### config.mk
export PLATFORM = sky130hd
export DESIGN_NAME = led_trail_pwm
export DESIGN_NICKNAME = d
export VERILOG_FILES = /design/src/rtl/led_pkg.sv /design/src/rtl/led_pwm_channel.sv /design/src/rtl/led_trail_pwm.sv
export SDC_FILE = /design/constraint.sdc
export NUM_CORES = 1
export LEC_CHECK = 0
export ABC_CLOCK_PERIOD_IN_PS = 2550
export CAP_MARGIN = 0
export CORE_ASPECT_RATIO = 0.6
export CORE_UTILIZATION = 40
export DETAILED_ROUTE_END_ITERATION = 10
export HOLD_SLACK_MARGIN = 0.06
export SLEW_MARGIN = 10
export SYNTH_ARGS = -nofsm -noshare
export SYNTH_HDL_FRONTEND = slang
export SYNTH_SLANG_ARGS = --single-unit
### constraint.sdc
create_clock -name clk_i -period 2.55 [get_ports clk_i]
set_input_delay 0.51 -clock clk_i [delete_from_list [all_inputs] [get_ports clk_i]]
set_output_delay 0.51 -clock clk_i [all_outputs]
set_load 0.005 [all_outputs]
### src/rtl/led_pkg.sv
// Shared constants and types for the LED comet-trail renderer.
package led_pkg;

    localparam int N_LEDS        = 10;
    localparam int LVL_W         = 4;
    localparam int LVL_MAX       = (1 << LVL_W) - 1;
    localparam int PWM_DIV_DEF   = 64;
    localparam int DECAY_DIV_DEF = 2_500_000;

    typedef logic [LVL_W-1:0] level_t;

    // Width of a counter that must hold 0..div-1; never narrower than one bit.
    function automatic int cnt_width(input int div);
        if (div > 1) begin
            return $clog2(div);
        end else begin
            return 1;
        end
    endfunction

endpackage

### src/rtl/led_pwm_channel.sv
// One LED channel: intensity level with load/decay, and the PWM output flop.
module led_pwm_channel
    import led_pkg::*;
#(
    parameter int LVL_W = led_pkg::LVL_W
) (
    input  logic             clk_i,
    input  logic             rst_i,
    input  logic             set_i,
    input  logic             decay_tick_i,
    input  logic [LVL_W-1:0] pwm_cnt_i,
    input  logic             trail_en_i,
    input  logic             raw_i,
    output logic             led_o
);

    localparam logic [LVL_W-1:0] LEVEL_FULL = '1;

    logic [LVL_W-1:0] level_q;
    logic [LVL_W-1:0] level_d;
    logic             led_q;
    logic             led_d;

    // Next level: a set pattern bit reloads full brightness and beats a decay step.
    always_comb begin
        level_d = level_q;
        if (set_i) begin
            level_d = LEVEL_FULL;
        end else if (decay_tick_i) begin
            if (level_q != '0) begin
                level_d = level_q - LVL_W'(1);
            end else begin
                level_d = level_q;
            end
        end else begin
            level_d = level_q;
        end
    end

    // Next LED drive: PWM compare in trail mode, raw pattern bit in bypass.
    always_comb begin
        led_d = 1'b0;
        if (trail_en_i) begin
            led_d = (level_q > pwm_cnt_i);
        end else begin
            led_d = raw_i;
        end
    end

    // Level and output registers; reset clears any tail immediately.
    always_ff @(posedge clk_i or posedge rst_i) begin
        if (rst_i) begin
            level_q <= '0;
            led_q   <= 1'b0;
        end else begin
            level_q <= level_d;
            led_q   <= led_d;
        end
    end

    assign led_o = led_q;

endmodule

### src/rtl/led_trail_pwm.sv
// Comet-trail LED renderer: shared decay/PWM timebase feeding per-LED channels.
module led_trail_pwm
    import led_pkg::*;
#(
    parameter int N_LEDS    = led_pkg::N_LEDS,
    parameter int LVL_W     = led_pkg::LVL_W,
    parameter int PWM_DIV   = led_pkg::PWM_DIV_DEF,
    parameter int DECAY_DIV = led_pkg::DECAY_DIV_DEF
) (
    input  logic              clk_i,
    input  logic              rst_i,
    input  logic [N_LEDS-1:0] pattern_i,
    input  logic              trail_en_i,
    output logic [N_LEDS-1:0] led_o
);

    localparam int DCNT_W = cnt_width(DECAY_DIV);
    localparam int PCNT_W = cnt_width(PWM_DIV);

    localparam logic [DCNT_W-1:0] DCNT_LAST = DCNT_W'(DECAY_DIV - 1);
    localparam logic [PCNT_W-1:0] PCNT_LAST = PCNT_W'(PWM_DIV - 1);
    // PWM frame has LVL_MAX slots, so the slot counter stops one short of all-ones.
    localparam logic [LVL_W-1:0]  PWM_LAST  = LVL_W'((1 << LVL_W) - 2);

    logic [DCNT_W-1:0] dcnt_q;
    logic [DCNT_W-1:0] dcnt_d;
    logic [PCNT_W-1:0] pcnt_q;
    logic [PCNT_W-1:0] pcnt_d;
    logic [LVL_W-1:0]  pwm_cnt_q;
    logic [LVL_W-1:0]  pwm_cnt_d;
    logic              decay_tick_s;
    logic              pwm_wrap_s;

    assign decay_tick_s = (dcnt_q == DCNT_LAST);
    assign pwm_wrap_s   = (pcnt_q == PCNT_LAST);

    // Next-state for the decay prescaler, PWM prescaler and PWM slot counter.
    always_comb begin
        dcnt_d    = dcnt_q;
        pcnt_d    = pcnt_q;
        pwm_cnt_d = pwm_cnt_q;

        if (decay_tick_s) begin
            dcnt_d = '0;
        end else begin
            dcnt_d = dcnt_q + DCNT_W'(1);
        end

        if (pwm_wrap_s) begin
            pcnt_d = '0;
            if (pwm_cnt_q == PWM_LAST) begin
                pwm_cnt_d = '0;
            end else begin
                pwm_cnt_d = pwm_cnt_q + LVL_W'(1);
            end
        end else begin
            pcnt_d    = pcnt_q + PCNT_W'(1);
            pwm_cnt_d = pwm_cnt_q;
        end
    end

    // Timebase registers; they keep running in bypass so trail mode resumes in phase.
    always_ff @(posedge clk_i or posedge rst_i) begin
        if (rst_i) begin
            dcnt_q    <= '0;
            pcnt_q    <= '0;
            pwm_cnt_q <= '0;
        end else begin
            dcnt_q    <= dcnt_d;
            pcnt_q    <= pcnt_d;
            pwm_cnt_q <= pwm_cnt_d;
        end
    end

    for (genvar k = 0; k < N_LEDS; k++) begin : g_ch
        led_pwm_channel #(
            .LVL_W (LVL_W)
        ) u_ch (
            .clk_i        (clk_i),
            .rst_i        (rst_i),
            .set_i        (pattern_i[k]),
            .decay_tick_i (decay_tick_s),
            .pwm_cnt_i    (pwm_cnt_q),
            .trail_en_i   (trail_en_i),
            .raw_i        (pattern_i[k]),
            .led_o        (led_o[k])
        );
    end

endmodule

==> metrics.md <==
| Metric | Value |
|---|---|
| Time the worst path needs with I/O delays and setup | `approximately 2100 ps` |
| Initial DRC Count | `167` |
| Row cnt | `31` |
| Syn nets | `~600` |
| Worst skew pair latency | `approximately 350 ps` |
| Main synth FF type | `dfrtp_1` |
| Root Buffer | `clkbuf_16` |
| CTS tree | `yes` |
| Total Neg Setup Slack | `0 ps` |
| Sw Share | `21.2%` |
| Leakage power | `around 2.7 nW` |
| Num CTS Buffers | `9` |
| Clock sinks | `82` |
| H-tree depth | `3` |
| Fin. max-slew vios | `0` |
| Top cells by area, synth | `dfrtp_1 39%, ha_1 15%, o21ai_0 3.8%` |
| Crit path DAT | `~2400 ps` |
| EDFF count, synth | `0` |
| Largest net degree at the start of global routing | `50` |
| Clock share of power | `a little over half` |
| Post-cts resize count | `0` |
| # DRC | `0` |
| Remaining antenna violation count | `0` |
| RSZ-0062 raised after global routing | `false` |
| Status | `finished, final reports clean` |
| Internal power | `approximately 2.3 mW` |
| Synth area leader | `dfrtp_1` |
| Via count | `between 4,000 and 5,000` |
| Area Overhead vs Synth | `13.5%` |
| Fin. Hold Viols | `0` |
| Kind of critical path | `register to register` |
| Worst-path clk slew | `approximately 70 ps` |
| Fmax | `0.472 GHz` |
| Crit. End Element | `register` |
| Yosys reg bits | `between 80 and 90` |
| Initial Utilization | `between 40 and 50%` |
| Die Y-Extent | `between 90 and 100 µm` |
| Critical Path Start Type | `register` |
| Comb power frac | `about 3.4%` |
| CP required | `approximately 2800 ps` |
| Post-CTS Setup Repair Bufs | `0` |
| Worst-Margin Slew | `about 740 ps` |
| Antenna violations before repair | `0` |
| Core Footprint | `approximately 12,000 µm²` |
| Area occupied by multi-input gates | `2830 µm²` |
| # IOs | `23` |
| Total GRT Usage | `between 10% and 20%` |
| Layout Nets | `619` |
| Reg area | `between 2000 and 2500 µm²` |
| Post-Syn Area | `approximately 5200 µm²` |
| Finished Layout Cells | `714` |
| Seq pwr share | `44.6%` |
| Worst-case clock skew | `~7.6 ps` |
| Final WL | `between 10 and 15 mm` |
| Synth warn | `0` |
| Vias in the first global route | `3,965` |
| Diodes inserted | `0` |
| Die Span X | `around 150 µm` |
| Power Dens Cells | `498 nW/µm²` |
| Die ar. | `roughly 13,000 µm²` |
| GP Congestion | `roughly 0.8` |
| Inst Count DP | `~700` |
| Count of buffers from port buffering | `22` |
| First-pass GRT wire length | `20.3 mm` |
| DPL Wire Length | `8.47 mm` |
| Setup violators final | `0` |
| CTS Buffer Depth | `2` |
| Mapped Avg Cell Area | `between 9 and 10 µm²` |
| Final Cycle Share | `between 80 and 90%` |
| Yosys top cell area share | `between 30% and 40%` |
| Synth unique cells | `39` |
| Detailed Routing Iterations Pass 1 | `4` |
| Sequential-to-total area share from yosys stat | `39.4%` |
| Async S/R FF share, synth | `between 90% and 100%` |
| Worst VDD drop | `between 200 and 300 µV` |
| Max-cap violations | `0` |
| Layout filler cell count | `between 1,000 and 1,500` |
| Synthesized instance count | `529` |
| Cts hold-fix bufs | `0` |
| Slew margin rel. | `about half` |
| Net Sw Power | `~620 µW` |
| GRT overflow | `0` |
| Detailed-route vias per instance | `5.75` |
| Worst min-delay path class | `register to register` |
| Wire per inst | `~17 µm` |
| Share of layout cells above drive strength 1 | `about 7.7%` |
| CP Max Fanout | `21` |
cells in the final DEF (no fill, tap or decap), types with 2 or more instances in the layout:
cell | netlist | layout
a41o_1 | 6 | 6
or3b_2 | 3 | 3
and4_1 | 16 | 15
dfrtp_1 | 82 | 82
inv_1 | 41 | 40
xnor2_1 | 6 | 6
nor3_1 | 13 | 13
a21o_1 | 12 | 12
mux2i_1 | 11 | 11
xor2_1 | 14 | 14
a31oi_1 | 27 | 27
and2_1 | 4 | 4
a21oi_1 | 17 | 17
o31ai_1 | 4 | 4
inv_6 | 0 | 2
o21a_1 | 10 | 10
nand3_1 | 13 | 13
nor4_1 | 6 | 6
buf_4 | 11 | 9
clkdlybuf4s50_1 | 0 | 22
clkbuf_16 | 0 | 9
nand2_1 | 9 | 9
bufinv_16 | 0 | 3
a211oi_2 | 3 | 3
nor3b_1 | 7 | 7
a31o_2 | 2 | 2
o21ai_0 | 40 | 40
and3_1 | 16 | 16
and4bb_2 | 2 | 2
ha_1 | 62 | 62
clkinvlp_4 | 0 | 2
o21ai_1 | 2 | 2
nand4_1 | 30 | 30
nor2_1 | 20 | 20
nor2b_1 | 11 | 11
or3_1 | 7 | 7
cells in the mapped netlist (5+ instances only):
cell type / n
a31oi_1: 27
nand3_1: 13
or3_1: 7
nand4_1: 30
nor3_1: 13
buf_4: 11
o21a_1: 10
and3_1: 16
nor2b_1: 11
a21o_1: 12
nor4_1: 6
buf_2: 11
xor2_1: 14
clkbuf_1: 5
nor3b_1: 7
a21oi_1: 17
nand2_1: 9
xnor2_1: 6
mux2i_1: 11
inv_1: 41
ha_1: 62
o21ai_0: 40
and4_1: 16
dfrtp_1: 82
nor2_1: 20
a41o_1: 6
flip-flops by register name (all words and copies together), names as in the netlist:
signal / cells
pcnt_q: 6
g_ch.u_ch.led_o: 10
g_ch.u_ch.level_q: 40
pwm_cnt_q: 4
dcnt_q: 22
final cells by class:
type,instances,share of cell area (%)
Timing Repair Buffer,32,5.21
Tap cell,165,3.50
Inverter,41,2.67
Clock inverter,7,2.10
Sequential cell,82,34.8
Multi-Input combinational cell,378,47.9
Clock buffer,9,3.82
cell families after synthesis:
| group | Yosys count | share of synthesized area (%) |
|---|---|---|
| mux | 12 | 2.33 |
| flops | 82 | 39.4 |
| compound gates | 123 | 14.9 |
| xor+xnor | 20 | 3.37 |
| buf+inv | 69 | 6.18 |
| fa+ha+maj | 62 | 14.9 |
| simple gates | 161 | 18.9 |
critical path: stages, from the launching register on:
cell and delay (ps):
dfrtp_1 370, ha_1 310, and4bb_2 270, and4_2 450, buf_4 300, nand4_1 120
a21o_1 200
metal layers:
metal / share of wire, % / track usage, % / vias to the layer above
li1: - / - / 1983
met1: 51 / 28.1 / 2013
met2: 43 / 27.9 / 97
met3: 5.1 / 5.66 / 14
met4: 1.1 / 4.42 / 0
met5: 0 / 0 / -
metrics by stage:
stage / power, mW / setup slack, ps / util, % / hold slack [ps] / cell area [µm²]
global placement: 1.44 / 514 / 44.9 / 436 / 5550
detailed placement: 1.44 / 472 / 44.9 / 452 / 5550
finish: 2.94 / 431 / 47.7 / 458 / 5900
global route: 3.05 / 294 / 47.7 / 492 / 5900
CTS: 2.97 / 467 / 47.7 / 460 / 5900
floorplan: 1.39 / 764 / - / 424 / 5210
power groups by stage:
stage	Combinational (mW)	Sequential [mW]	Clock (mW)
floorplan	0.0529	1.33	0
global placement	0.103	1.34	0
detailed placement	0.104	1.34	0
CTS	0.104	1.31	1.56
global route	0.114	1.31	1.63
finish	0.101	1.31	1.53
path summary, 6_finish.rpt:
check | slack [ps] | end | cells after the start | startpoint
max | 430 | g_ch[7].u_ch.level_q[2] | 6 | dcnt_q[0]
min | 460 | dcnt_q[0] | 1 | dcnt_q[0]
max reg2reg | 430 | g_ch[7].u_ch.level_q[2] | 6 | dcnt_q[0]
min reg2reg | 460 | dcnt_q[0] | 1 | dcnt_q[0]
max in group asynchronous | 1570 | dcnt_q[15] | 3 | rst_i
min in group asynchronous | 590 | g_ch[7].u_ch.led_o | 3 | rst_i
(Power assumes the default switching activity.)
